File: src/rtl/dvp_pattern_tx.sv
`timescale 1ns/1ps
// dvp_pattern_tx: synthetic DVP camera transmitter producing an 8-bit RGB565
// byte stream (vsync/href/pdata) with programmable active size and blanking.
// Optional build macro DVP_TX_FRAME_CNT_EN: adds o_frame_cnt and stamps the
// running frame count into pixel (0,0) of every frame.
//
// state  | meaning
// IDLE   | outputs low, waiting for i_enable
// VSYNC  | o_vsync high for V_SYNC lines
// VBP    | back porch, V_BP lines, outputs low
// ACTIVE | V_ACTIVE lines: 2*H_ACTIVE href bytes then H_BLANK blank cycles
// VFP    | front porch, V_FP lines; o_frame_done on the final cycle
module dvp_pattern_tx #(
  parameter int H_ACTIVE = 1280,
  parameter int H_BLANK  = 370,
  parameter int V_ACTIVE = 720,
  parameter int V_SYNC   = 5,
  parameter int V_BP     = 20,
  parameter int V_FP     = 5
) (
  input  logic        i_pclk,
  input  logic        i_rst,
  input  logic        i_enable,
  input  logic [1:0]  i_pattern,
  input  logic [15:0] i_solid_rgb565,
  output logic        o_vsync,
  output logic        o_href,
  output logic [7:0]  o_pdata,
`ifdef DVP_TX_FRAME_CNT_EN
  output logic [15:0] o_frame_cnt,
`endif
  output logic        o_frame_done
);

  localparam int LINE_LEN = 2 * H_ACTIVE + H_BLANK;
  localparam int BAR_CYC  = 2 * (H_ACTIVE / 8);
  localparam int LN_MAX_A = (V_SYNC > V_ACTIVE) ? V_SYNC : V_ACTIVE;
  localparam int LN_MAX_B = (V_BP > V_FP) ? V_BP : V_FP;
  localparam int LN_MAX   = (LN_MAX_A > LN_MAX_B) ? LN_MAX_A : LN_MAX_B;
  localparam int CYC_W    = $clog2(LINE_LEN);
  localparam int LN_W     = (LN_MAX > 1) ? $clog2(LN_MAX) : 1;
  localparam int X_W      = (H_ACTIVE > 1) ? $clog2(H_ACTIVE) : 1;
  localparam int Y_W      = (V_ACTIVE > 1) ? $clog2(V_ACTIVE) : 1;
  localparam int BL_W     = (BAR_CYC > 1) ? $clog2(BAR_CYC) : 1;

  localparam logic [CYC_W-1:0] CYC_LAST = CYC_W'(LINE_LEN - 1);
  localparam logic [CYC_W-1:0] CYC_HB   = CYC_W'(H_BLANK);
  localparam logic [BL_W-1:0]  BAR_LAST = BL_W'(BAR_CYC - 1);

  typedef enum logic [2:0] {
    ST_IDLE   = 3'd0,
    ST_VSYNC  = 3'd1,
    ST_VBP    = 3'd2,
    ST_ACTIVE = 3'd3,
    ST_VFP    = 3'd4
  } state_t;

  state_t            state_q, state_d;
  logic [CYC_W-1:0]  cyc_q, cyc_d;          // cycles left in current line
  logic [LN_W-1:0]   line_q, line_d;        // lines left in current phase
  logic [X_W-1:0]    x_q, x_d;
  logic [Y_W-1:0]    y_q, y_d;
  logic              phase_q, phase_d;      // 0 = high byte, 1 = low byte
  logic [2:0]        bar_q, bar_d;
  logic [BL_W-1:0]   bar_left_q, bar_left_d; // cycles left in current bar
  logic [1:0]        pat_q, pat_d;
  logic [15:0]       solid_q, solid_d;
  logic              vsync_q, vsync_d;
  logic              href_q, href_d;
  logic [7:0]        pdata_q, pdata_d;
  logic              done_q, done_d;

  logic              line_end, phase_end;
  logic              start_frame, enter_active;
  logic [15:0]       x_ext, y_ext, pixel;

  assign line_end  = (cyc_q == '0);
  assign phase_end = line_end && (line_q == '0);

  // frame sequencing: line/phase down-counters and pixel coordinate counters
  always_comb begin
    state_d      = state_q;
    cyc_d        = cyc_q;
    line_d       = line_q;
    x_d          = x_q;
    y_d          = y_q;
    phase_d      = phase_q;
    bar_d        = bar_q;
    bar_left_d   = bar_left_q;
    pat_d        = pat_q;
    solid_d      = solid_q;
    start_frame  = 1'b0;
    enter_active = 1'b0;

    if (state_q != ST_IDLE) begin
      if (!line_end) begin
        cyc_d = cyc_q - 1'b1;
      end else if (line_q != '0) begin
        cyc_d  = CYC_LAST;
        line_d = line_q - 1'b1;
      end
    end

    case (state_q)
      ST_IDLE: start_frame = i_enable;
      ST_VSYNC: begin
        if (phase_end) begin
          if (V_BP > 0) begin
            state_d = ST_VBP;
            cyc_d   = CYC_LAST;
            line_d  = LN_W'(V_BP - 1);
          end else begin
            enter_active = 1'b1;
          end
        end
      end
      ST_VBP: enter_active = phase_end;
      ST_ACTIVE: begin
        if (phase_end) begin
          state_d = ST_VFP;
          cyc_d   = CYC_LAST;
          line_d  = LN_W'(V_FP - 1);
        end else if (line_end) begin
          x_d        = '0;
          phase_d    = 1'b0;
          bar_d      = '0;
          bar_left_d = BAR_LAST;
          y_d        = y_q + 1'b1;
        end else if (cyc_q > CYC_HB) begin
          // only step while the next cycle is still an href byte, so the
          // coordinates never run past the last pixel of the line
          phase_d = ~phase_q;
          if (phase_q) x_d = x_q + 1'b1;
          if (bar_left_q == '0) begin
            bar_d      = bar_q + 3'd1;
            bar_left_d = BAR_LAST;
          end else begin
            bar_left_d = bar_left_q - 1'b1;
          end
        end
      end
      ST_VFP: begin
        if (phase_end) begin
          if (i_enable) start_frame = 1'b1;
          else          state_d     = ST_IDLE;
        end
      end
      default: state_d = ST_IDLE;
    endcase

    if (start_frame) begin
      state_d    = ST_VSYNC;
      cyc_d      = CYC_LAST;
      line_d     = LN_W'(V_SYNC - 1);
      pat_d      = i_pattern;
      solid_d    = i_solid_rgb565;
    end

    if (start_frame || enter_active) begin
      x_d        = '0;
      y_d        = '0;
      phase_d    = 1'b0;
      bar_d      = '0;
      bar_left_d = BAR_LAST;
    end

    if (enter_active) begin
      state_d = ST_ACTIVE;
      cyc_d   = CYC_LAST;
      line_d  = LN_W'(V_ACTIVE - 1);
    end
  end

`ifdef DVP_TX_FRAME_CNT_EN
  logic [15:0] frame_cnt_q, frame_cnt_d;

  // completed-frame counter, wraps naturally at 16 bits
  always_comb frame_cnt_d = frame_cnt_q + {15'd0, done_q};

  // frame counter register
  always_ff @(posedge i_pclk or posedge i_rst) begin
    if (i_rst) frame_cnt_q <= '0;
    else       frame_cnt_q <= frame_cnt_d;
  end

  assign o_frame_cnt = frame_cnt_q;
`endif

  assign x_ext = 16'(x_d);
  assign y_ext = 16'(y_d);

  // outputs for the upcoming cycle, derived from the next state so they register cleanly
  always_comb begin
    vsync_d = (state_d == ST_VSYNC);
    href_d  = (state_d == ST_ACTIVE) && (cyc_d >= CYC_HB);
    done_d  = (state_d == ST_VFP) && (cyc_d == '0) && (line_d == '0);
    pixel   = 16'h0000;
    case (pat_d)
      2'd0: begin
        case (bar_d)
          3'd0: pixel = 16'hFFFF;
          3'd1: pixel = 16'hFFE0;
          3'd2: pixel = 16'h07FF;
          3'd3: pixel = 16'h07E0;
          3'd4: pixel = 16'hF81F;
          3'd5: pixel = 16'hF800;
          3'd6: pixel = 16'h001F;
          3'd7: pixel = 16'h0000;
        endcase
      end
      2'd1:    pixel = x_ext + y_ext;
      2'd2:    pixel = solid_d;
      default: pixel = (x_ext[3] ^ y_ext[3]) ? 16'hFFFF : 16'h0000;
    endcase
`ifdef DVP_TX_FRAME_CNT_EN
    if (x_d == '0 && y_d == '0) pixel = frame_cnt_q;
`endif
    pdata_d = href_d ? (phase_d ? pixel[7:0] : pixel[15:8]) : 8'h00;
  end

  // state, counters and registered outputs
  always_ff @(posedge i_pclk or posedge i_rst) begin
    if (i_rst) begin
      state_q    <= ST_IDLE;
      cyc_q      <= '0;
      line_q     <= '0;
      x_q        <= '0;
      y_q        <= '0;
      phase_q    <= 1'b0;
      bar_q      <= '0;
      bar_left_q <= '0;
      pat_q      <= '0;
      solid_q    <= '0;
      vsync_q    <= 1'b0;
      href_q     <= 1'b0;
      pdata_q    <= '0;
      done_q     <= 1'b0;
    end else begin
      state_q    <= state_d;
      cyc_q      <= cyc_d;
      line_q     <= line_d;
      x_q        <= x_d;
      y_q        <= y_d;
      phase_q    <= phase_d;
      bar_q      <= bar_d;
      bar_left_q <= bar_left_d;
      pat_q      <= pat_d;
      solid_q    <= solid_d;
      vsync_q    <= vsync_d;
      href_q     <= href_d;
      pdata_q    <= pdata_d;
      done_q     <= done_d;
    end
  end

  assign o_vsync      = vsync_q;
  assign o_href       = href_q;
  assign o_pdata      = pdata_q;
  assign o_frame_done = done_q;

endmodule

File: config.mk
export PLATFORM = sky130hd
export DESIGN_NAME = dvp_pattern_tx
export DESIGN_NICKNAME = d
export VERILOG_FILES = /design/src/rtl/dvp_pattern_tx.sv
export SDC_FILE = /design/constraint.sdc
export NUM_CORES = 1
export LEC_CHECK = 0
export CAP_MARGIN = 0
export CORE_MARGIN = 2
export CORE_UTILIZATION = 35
export DETAILED_ROUTE_END_ITERATION = 8
export HOLD_SLACK_MARGIN = 0.03
export PLACE_DENSITY = 0.58
export REMOVE_ABC_BUFFERS = 1
export SETUP_SLACK_MARGIN = 0.1
export SLEW_MARGIN = 20
export SYNTH_ARGS = -nofsm -noshare
export SYNTH_HDL_FRONTEND = slang
export SYNTH_SLANG_ARGS = --single-unit
export TNS_END_PERCENT = 10
File: constraint.sdc
create_clock -name i_pclk -period 8.5 [get_ports i_pclk]
set_clock_uncertainty 0.1 [all_clocks]
set_input_delay 1.7 -clock i_pclk [delete_from_list [all_inputs] [get_ports i_pclk]]
set_output_delay 1.7 -clock i_pclk [all_outputs]
set_load 0.05 [all_outputs]
==> run_results.csv <==
group,metric,value,unit
critical_path,critical_path_required,8.67,ns
route,routed_wire_length_per_instance,17.54,microns
clock_network,post-cts-setup-buffers,0,
clock_network,insertion_delay_of_the_later_clocked_pin_in_the_worst_skew_pair,0.35,ns
logic_synthesis,synth_warnings,0,
layout,fill_cells,1497,
clock_network,cts.clk_slew.worst_paths,0.07,ns
power_and_ir_drop,sw_frac_of_total,0.2346,
clock_network,clock-sinks,88,
critical_path,crit_end_category,"flop",
global_route,globalRouteTotalUtil,0.1823,
clock_network,clk_path_buf_depth,2,
global_route,grt_antenna_before_repair,0,
power_and_ir_drop,switchingPower,0.2235,mW
placed_design,dp_hpwl,10310,microns
logic_synthesis,synth_area,5438,sq um
sta,finalHoldViolCount,0,
logic_synthesis,synth-seq-cells,88,
power_and_ir_drop,power_density,152.6,nW/um^2
sta,max_slew_margin,0.3777,
global_route,global_route_wire_length_before_repair,23950,microns
clock_network,hold_buffers,0,
clock_network,numCtsBuffers,9,
clock_network,tritoncts_clock_tree,"yes",
logic_synthesis,dominantRegCellSynth,"sky130_fd_sc_hd__dfrtp_1",
route,drc,0,
critical_path,critical_path.reg2reg.endpoint,"o_pdata[2]$_DFF_PP0_",
logic_synthesis,synth.cells.most_frequent,"88 x sky130_fd_sc_hd__dfrtp_1, 62 x sky130_fd_sc_hd__nor2_1, 48 x sky130_fd_sc_hd__nand2_1",
hold_path,timing.hold.worst.start,"solid_q[2]$_DFF_PP0_",
route,first_iter_violations,455,
layout,multi_input_area,3090,sq um
power_and_ir_drop,peakVddDrop,0.09907,mV
logic_synthesis,synth_top_cells_by_area,"sky130_fd_sc_hd__dfrtp_1 40%, sky130_fd_sc_hd__nor2_1 4.3%, sky130_fd_sc_hd__ha_1 3.9%",
route,dr.pass1.iters,5,
global_route,vias_in_the_first_global_route,4739,
logic_synthesis,yosys.cell_types.count,81,
placed_design,port-buffer-count,31,
hold_path,min_path_cells,2,
layout,post_route_cells_drive_above_1_share,0.1059,
layout,num_antenna_cells,0,
placed_design,final_replace_weighted_congestion,0.8745,
global_route,globalRoute.totalOverflow,0,
power_and_ir_drop,sequentialPowerShare,0.459,
logic_synthesis,synth-edff-count,0,
power_and_ir_drop,p_int,0.7293,mW
sta,holdWs,0.3780,ns
sta,post-route-min-period,5.572,ns
floorplanning,floorplan.rows,45,
floorplanning,io_pins,32,
floorplanning,die_y,128.6,microns
clock_network,cts_max_level,3,
sta,setup-tns-final,0,ns
route,detail_routed_via_count_per_cell,5.696,
route,vias,4568,
hold_path,hold_path_end,"solid_q[2]$_DFF_PP0_",
logic_synthesis,share_of_the_synthesized_area_in_the_top_cell_type,0.4050,
logic_synthesis,ys_async_sr_fraction,1.000,
layout,area_growth_syn_to_layout,14.80,%
logic_synthesis,postSynthCellCount,584,
critical_path,crit_chain,"clkdlybuf4s50_1 > nand2b_1 > nor3_1 > a31o_2 > nor2_1 > ha_1 > fa_1 > a21o_1 > a211oi_1 > nor2_1 > o41ai_1 > o21ai_0 > xnor2_1 > o31a_1 > a21boi_1",
flow_run,max_cap_violations,0,
sta,tightest_slew,0.9263,ns
critical_path,arrival,5.74,ns
logic_synthesis,ys_seq_area_frac,0.4050,
critical_path,cp_max_fo,25,
critical_path,reg2reg_slack,3.22,ns
layout,layout.area.seq,2202,sq um
power_and_ir_drop,static-leakage-power,2.616,nW
sta,unrepaired_setup_endpoints_after_global_routing,"false",
run_status,outcome,"complete, no violations",
floorplanning,die_footprint,16550,sq um
power_and_ir_drop,share_comb_of_total_power,0.085,
critical_path,critical_register_to_register_path_startpoint,"line_q[0]$_DFF_PP0_",
route,postRouteAntennaNets,0,
critical_path,timing.critical_path.slowest_cell_delay,0.58,ns
clock_network,cts_root_buf,"sky130_fd_sc_hd__clkbuf_16",
logic_synthesis,synthMostInstantiatedCell,"sky130_fd_sc_hd__dfrtp_1",
logic_synthesis,synth.avg_cell_area,9.311,sq um
critical_path,startpoint_type,"primary input",
power_and_ir_drop,p_clk_frac,0.456,
floorplanning,core_area,15200,sq um
clock_network,cts_resized,0,
sta,timing.final.crit_share,0.6556,
route,drt-total-wl,14070,microns
critical_path,timing.critical_path.buf_inv,1,
critical_path,cp_common_cell,"sky130_fd_sc_hd__nor2_1",
floorplanning,die_w,128.6,microns
logic_synthesis,post-synth-top-area-cell,"sky130_fd_sc_hd__dfrtp_1",
critical_path,critical_path.slowest_cell,"sky130_fd_sc_hd__a31o_2",
layout,final_nets,649,
sta,fmax,179.5,MHz
global_route,grt_max_degree,67,
critical_path,critPathKind,"primary input to flop",
floorplanning,start_util,0.3577,
critical_path,timing.critical_path.max_delay_family,"compound AO/OA/AOI/OAI gates",
sta,fin_max_slew_vios,0,
hold_path,hold_class,"flop to flop",
critical_path,timing.reg2reg.worst_path_depth,18,
sta,finalSetupViolCount,0,
[layer usage]
| layer | share of wire | global-route usage | vias to the layer above |
|---|---|---|---|
| met3 | 0.048 | 0.04574 | 22 |
| met4 | 0.022 | 0.05818 | 0 |
| met1 | 0.44 | 0.2281 | 2243 |
| li1 | - | - | 2200 |
| met5 | 0 | 0 | - |
| met2 | 0.49 | 0.3097 | 103 |
[through the flow]
stage | setup WS, ns | cells | cell area [sq um] | power (mW) | util
4_1_cts | 2.943 | 802 | 6236 | 0.9660 | 0.4102
2_1_floorplan | 3.621 | 566 | 5354 | 0.4975 | -
6_report | 2.928 | 802 | 6242 | 0.9528 | 0.4106
3_5_place_dp | 2.602 | 787 | 5916 | 0.5257 | 0.3891
5_1_grt | 2.527 | 802 | 6242 | 0.9959 | 0.4106
3_3_place_gp | 2.715 | 787 | 5916 | 0.5242 | 0.3891
[kinds of logic after synthesis]
logic type,share of synthesized area
AOI/OAI and AO/OA,0.1832
xor gates and xnor gates,0.05292
adders and majority gates,0.04280
buffers and inverters,0.02784
DFF,0.4050
muxes,0.04671
and+or+nand+nor,0.2416
[worst reg2reg max path: cells and delay by family (launching register included)]
kind	cells	cell delay (ns)
XOR/XNOR	1	0.15
adder cells (fa/ha/maj)	2	0.68
flip-flops	1	0.42
buffers and inverters	1	0.07
AO/OA/AOI/OAI	10	2.08
AND/OR/NAND/NOR	4	1.69
[cells in the final DEF, fill, tap and decap left out, types with 7 or more instances in the layout]
master / synthesis / layout
sky130_fd_sc_hd__nand2b_1: 10 / 10
sky130_fd_sc_hd__ha_1: 17 / 17
sky130_fd_sc_hd__or3_1: 9 / 9
sky130_fd_sc_hd__clkdlybuf4s50_1: 0 / 31
sky130_fd_sc_hd__nor3_1: 23 / 23
sky130_fd_sc_hd__a21oi_1: 30 / 30
sky130_fd_sc_hd__o211a_1: 7 / 7
sky130_fd_sc_hd__nand3_1: 28 / 28
sky130_fd_sc_hd__nor4_1: 7 / 7
sky130_fd_sc_hd__nand4_1: 11 / 11
sky130_fd_sc_hd__nand2_1: 48 / 48
sky130_fd_sc_hd__a31oi_1: 8 / 7
sky130_fd_sc_hd__o21ai_0: 40 / 40
sky130_fd_sc_hd__clkbuf_16: 0 / 9
sky130_fd_sc_hd__xor2_1: 19 / 19
sky130_fd_sc_hd__a21o_1: 7 / 7
sky130_fd_sc_hd__nor2_1: 62 / 62
sky130_fd_sc_hd__inv_1: 16 / 15
sky130_fd_sc_hd__dfrtp_1: 88 / 88
sky130_fd_sc_hd__mux2_2: 15 / 15
sky130_fd_sc_hd__xnor2_1: 12 / 12
[worst max path at each step]
stage / to / from / depth (start not counted)
2_1_floorplan: o_pdata[2]$_DFF_PP0_ / i_enable / 14
3_3_place_gp: o_pdata[2]$_DFF_PP0_ / i_enable / 15
3_5_place_dp: o_pdata[2]$_DFF_PP0_ / i_enable / 15
4_1_cts: o_pdata[2]$_DFF_PP0_ / i_enable / 15
5_1_grt: o_pdata[2]$_DFF_PP0_ / i_enable / 15
6_report: o_pdata[2]$_DFF_PP0_ / i_enable / 15
[registers in the layout, indices dropped and copies added, names as in the netlist, 2 cells and up]
name and cells:
o_pdata 8, cyc_q 12, y_q 10, bar_q 3
solid_q 16, bar_left_q 9, pat_q 2, line_q 10
x_q 11, state_q 3
[power groups by stage]
stage | Sequential [mW] | Combinational (mW) | Clock (mW)
finish | 0.437 | 0.0814 | 0.435
global route | 0.438 | 0.0918 | 0.466
CTS | 0.437 | 0.0820 | 0.447
detailed placement | 0.445 | 0.0811 | 0
global placement | 0.444 | 0.0803 | 0
floorplan | 0.443 | 0.0548 | 0
[layout make-up]
class,instances,share of cell area
clock buffers,11,0.03889
clock inverters,4,0.01243
inverters,18,0.01102
multi-input cells,460,0.4951
flip-flops and latches,88,0.3528
well taps,188,0.03768
repair buffers,33,0.05211
Note: power is estimated with default switching activity, not from simulation.
